### src/rtl/fifo.sv
// Parameterized first-word-fall-through FIFO with an extra wrap bit
// on each pointer; storage is cleared on reset so the head reads 0.
module fifo #(
    parameter int WIDTH = 97,
    parameter int DEPTH = 16
) (
    input  logic             clock,
    input  logic             reset,
    input  logic             wr_en_i,
    input  logic [WIDTH-1:0] wr_data_i,
    input  logic             rd_en_i,
    output logic [WIDTH-1:0] rd_data_o,
    output logic             empty_o,
    output logic             full_o
);

    localparam int AW = $clog2(DEPTH);

    logic [WIDTH-1:0] mem_q [DEPTH];
    logic [AW:0]      wr_ptr_q;
    logic [AW:0]      wr_ptr_d;
    logic [AW:0]      rd_ptr_q;
    logic [AW:0]      rd_ptr_d;
    logic             do_wr;
    logic             do_rd;

    assign empty_o = (wr_ptr_q == rd_ptr_q);
    assign full_o  = (wr_ptr_q[AW] != rd_ptr_q[AW])
                  && (wr_ptr_q[AW-1:0] == rd_ptr_q[AW-1:0]);

    assign do_wr    = wr_en_i && !full_o;
    assign do_rd    = rd_en_i && !empty_o;
    assign wr_ptr_d = wr_ptr_q + {{AW{1'b0}}, do_wr};
    assign rd_ptr_d = rd_ptr_q + {{AW{1'b0}}, do_rd};

    assign rd_data_o = mem_q[rd_ptr_q[AW-1:0]];

    always_ff @(posedge clock) begin
        if (reset) begin
            wr_ptr_q <= '0;
            rd_ptr_q <= '0;
            for (int i = 0; i < DEPTH; i++) begin
                mem_q[i] <= '0;
            end
        end else begin
            wr_ptr_q <= wr_ptr_d;
            rd_ptr_q <= rd_ptr_d;
            if (do_wr) begin
                mem_q[wr_ptr_q[AW-1:0]] <= wr_data_i;
            end
        end
    end

endmodule

### config.mk
export PLATFORM = sky130hd
export DESIGN_NAME = fifo
export DESIGN_NICKNAME = d
export VERILOG_FILES = /design/src/rtl/fifo.sv
export SDC_FILE = /design/constraint.sdc
export NUM_CORES = 2
export LEC_CHECK = 0
export BUFFER_PORTS_ARGS = -buffer_cell sky130_fd_sc_hd__buf_2
export CAP_MARGIN = 20
export CORE_MARGIN = 4
export CORE_UTILIZATION = 35
export CTS_BUF_LIST = sky130_fd_sc_hd__clkbuf_8
export DETAILED_ROUTE_END_ITERATION = 10
export PLACE_DENSITY_LB_ADDON = 0.1
export SYNTH_ARGS = -nofsm -noshare
export SYNTH_HDL_FRONTEND = slang
export SYNTH_SLANG_ARGS = --single-unit
### constraint.sdc
create_clock -name clock -period 3.1 [get_ports clock]
set_clock_uncertainty 0.1 [all_clocks]
set_input_delay 0.465 -clock clock [delete_from_list [all_inputs] [get_ports clock]]
set_output_delay 0.465 -clock clock [all_outputs]
set_load 0.01 [all_outputs]
After elaboration in Yosys (flattened, before gate mapping)
Memory sizes are Yosys's and may differ from the RTL's. A register that Yosys moved wholly into a read port is not among the register bits.
Cells that the tools add are included.
{"block": "op_classes", "addsub": 2, "shifts": 0, "div_mod_pow": 0, "n_lt_le_gt_ge": 0, "reduce_logical": 6, "n_mux": 9, "mul": 0, "bitwise": 0, "eq_ne": 3}
{"cell": "$mux W97", "count": 1}
{"cell": "$reduce_or A97 Y1", "count": 1}
{"cell": "$add A5 B1 Y5", "count": 2}
{"cell": "$mux W4", "count": 2}
{"cell": "$mux W1", "count": 6}
{"cell": "$eq A5 B5 Y1", "count": 1}
{"cell": "$eq A4 B4 Y1", "count": 1}
{"cell": "$logic_and A1 B1 Y1", "count": 3}
{"cell": "$logic_not A1 Y1", "count": 2}
{"cell": "$ne A1 B1 Y1", "count": 1}
{"block": "totals", "input_bits": 101, "output_inout_bits": 99, "ram_bits": 1552, "latchBits": 0, "wordCells": 23, "regBits": 10, "mem_count": 1, "rom_bits": 0}
{"memory": "mem_q", "depth": 16, "word_bits": 97, "read_ports": 1, "rd_clocked_by_memory_dff": 1, "wr": 16, "line_no": "19", "rtl": "logic [WIDTH-1:0] mem_q [DEPTH];"}

Depth between registers and ports, before layout
{"block": "logic_depth", "word_depth": 9, "ltp_mapped": 11, "ltp_nobuf": 9}

Worst setup path before layout
No wires, ideal clock.
{"block": "synth_path", "path_kind": "register to register", "startpoint": "reg rd_ptr_q[4]", "endpoint": "mem mem_q[11][0], enable pin", "required_ns": 2.580, "stages_incl_launch_ff": 6, "t_arrival_ns": 2.560, "path_buffers": 2, "setup_time_ns": 0.420, "synth_period_minus_slack_ns": 3.080, "path_slack_ns": 0.020, "path_cell_list": "dfxtp_1 > xnor2_1 > o21a_1 > buf_2 > buf_2 > a31o_2"}
{"item": "start, declared", "line_no": "22", "rtl": "logic [AW:0] rd_ptr_q;"}
{"item": "start signal, assigned", "line_no": "47", "rtl": "rd_ptr_q <= rd_ptr_d;"}
{"item": "end, declared", "line_no": "19"}

==> impl_results.md <==
- Die width: 449.4 um
- Yosys warns: 0
- DR iter-0 viols: 3623
- Final ANT Viol Nets: 0
- Drt first pass iters: 5
- Hold Path Stages: 4
- Clk buf depth: 4
- Slew HR: 22.19%
- Routed wl met3: 13.16 mm
- Failing checks: setup timing
- Met1 wire length: 98.27 mm
- WL met2: 107.0 mm
- Final setup vio count: 97
- Setup tns final: -42.87 ns
- Largest net degree at the start of global routing: 68
- Antenna violations before repair: 7
- First-pass GRT wire length: 319.5 mm
- Final Cell Area: 81920 um2
- Area grow syn2layout: 20.11%
- Cell Pwr Density: 614.6 nW/um2
- Crit. End Element: output port
- Top FF cell, synth: edfxtp_1
- Layout cells sized above 1: 22.92%
- Start-to-end type of the worst setup path: flip-flop to output port
- Fin. Hold Viols: 0
- Status: complete, but fails checks
- Post-synthesis cell type count: 26
- DR vias: 43067
- TritonCTS Sinks: 1562
- Core Region: 193200 um2
- Yosys top cell by area: edfxtp_1
- Drt wl/cell: 27.76 um
- Reg2reg path depth: 9
- Largest fanout on the critical path: 7
- DRT Wirelength: 224.0 mm
- Worst slew pin tran: 1.167 ns
- Synth async-reset ratio: 0%
- Final Max Tran Viols: 0
- Top Metal Used: met5
- Worst skew pair latency: 0.99 ns
- Initial core utilization: 35.31%
- Mapped Nets: 4922
- DP Area: 73400 um2
- Final min period: 3.627 ns
- Mean post-synth cell area: 14.16 um2
- Final RePlAce weighted congestion: 0.7295
- Clock-pin slew on the worst setup and hold paths: 0.06 ns
- Htree depth: 5
- Cells after Synth: 4817
- Count leader, synth: nor2_1
- Nets: 5456
- Routed vias/inst: 5.337
- Total die area: 202000 um2
- Hold Crit Class: primary input to flip-flop
- Placement Setup Slack: 0.09384 ns
- Seq/Total Area, Yosys: 68.62%
- Die H: 449.4 um
- Req. time, crit path: 2.53 ns
- Post-synth top cells: 1563 x nor2_1, 1552 x edfxtp_1, 389 x nand2_1, 291 x mux2i_1, 291 x mux4_2
- GR Overflow Total: 0
- DP HPWL: 119.2 mm
- PortBufs: 199
- RSZ-0062 raised after global routing: yes
- Vias in the first global route: 44360
- Main area contributors after synthesis: edfxtp_1 68%, mux4_2 9.6%, nor2_1 8.6%
- Mapped cell area: 68210 um2
- CTS tree: built
- GRT Util Overall: 21.67%
- Cts bufs inserted: 295
- Number of synthesized flops with an enable pin: 1552
- I/O pins: 200
- Setup crit start kind: flip-flop
- Share of the synthesized area in the top cell type: 68.33%
- Total of max-cap violations: 0
- Root Driver: clkbuf_8
- Final WS setup: -0.5270 ns
- Max rail drop VDD: 0.3655 mV
- Residual DRC: 0
- Pleak: 27.26 nW
- Final Cycle Share: 117.0%
- Rows: 161
- #FFs+latches synth: 1562
- Critical path data arrival time: 3.06 ns
- Fmax: 275.7 MHz
==> kinds of logic after synthesis <==
| family | share of synthesized area (%) |
|---|---|
| and+or+nand+nor | 10.91 |
| DFF | 68.62 |
| muxes | 13.88 |
| buffers and inverters | 3.086 |
| AOI/OAI and AO/OA | 3.286 |
| xor gates and xnor gates | 0.1412 |
| adders and majority gates | 0.07338 |
==> per-layer routing <==
layer,vias to the layer above,track usage (%)
met5,-,0
met4,2,6.119
met3,326,3.543
met2,1401,35.16
met1,22461,30.22
li1,18877,-
==> timing repair <==
| item | 4_1_cts | 5_1_grt |
|---|---|---|
| cloned | 29 | 9 |
| hold endpoints to repair | 1562 | 0 |
| pin swaps | 29 | 30 |
| setup endpoints to repair | 97 | 99 |
| hold buffers | 100 | 0 |
| setup buffers | 45 | 25 |
| gates resized for setup | 224 | 80 |
==> cell type report <==
class / count / area, um2
fill: 17910 / 111300
sequential: 1562 / 46820
multi-input combinational: 2879 / 20110
timing repair buffer: 611 / 6888
clock buffer: 304 / 4184
tap: 2526 / 3161
clock inverter: 182 / 739.5
inverter: 2 / 12.51
antenna: 4 / 10.01
==> flip-flops by register name, summed over array words and instances (netlist names) <==
name	count
mem_q	1552
rd_ptr_q	5
wr_ptr_q	5
==> worst max-delay path: stages, from the launching register on <==
cell and delay [ns]:
dfxtp_4 0.39, buf_12 0.16, buf_16 0.19, buf_16 0.16
mux4_2 0.51, a32oi_1 0.20, o21ai_1 0.11, buf_4 0.21
buf_6 0.12
==> stage by stage <==
stage	util, %	std cells	power (mW)	hold WS (ns)
5_1_grt	42.40	8068	52.41	0.2892
3_3_place_gp	37.99	7386	31.46	0.4179
6_report	42.41	8070	50.35	0.3356
4_1_cts	42.09	8041	50.83	0.2155
3_5_place_dp	37.99	7386	31.47	0.4303
2_1_floorplan	-	4817	28.66	0.3993
==> layout by cell type (no fill, tap or decap), types with 8 or more instances in the layout <==
master	count
o21ai_0	14
edfxtp_1	1552
clkinv_1	72
a32oi_1	67
o21ai_2	26
a22oi_1	53
o21ai_1	56
mux2i_1	276
nor2_1	1560
buf_6	35
buf_12	98
buf_16	43
buf_4	132
inv_1	93
a32oi_2	30
buf_2	185
clkinv_2	14
a31o_4	16
mux2i_2	13
dlygate4sd3_1	100
clkbuf_16	9
nor2b_1	8
mux4_2	291
clkbuf_8	304
nand2_1	389
a22oi_2	44
==> path summary, 6_finish.rpt <==
| kind | startpoint | to | slack, ns |
|---|---|---|---|
| min | wr_data_i[68] | mem_q[10][68] | 0.34 |
| min reg2reg | wr_ptr_q[4] | wr_ptr_q[4] | 0.44 |
| max | rd_ptr_q[0] | rd_data_o[92] | -0.53 |
| max reg2reg | rd_ptr_q[0] | mem_q[8][70] | 0.13 |
==> power by group <==
group	internal, mW	total (mW)	switching (mW)	leakage [nW]
Sequential	24.1	24.3	0.232	16.2
Combinational	3.98	8.31	4.33	8.23
Clock	9.06	17.7	8.66	2.86
Power figures use the tool's default switching activity.
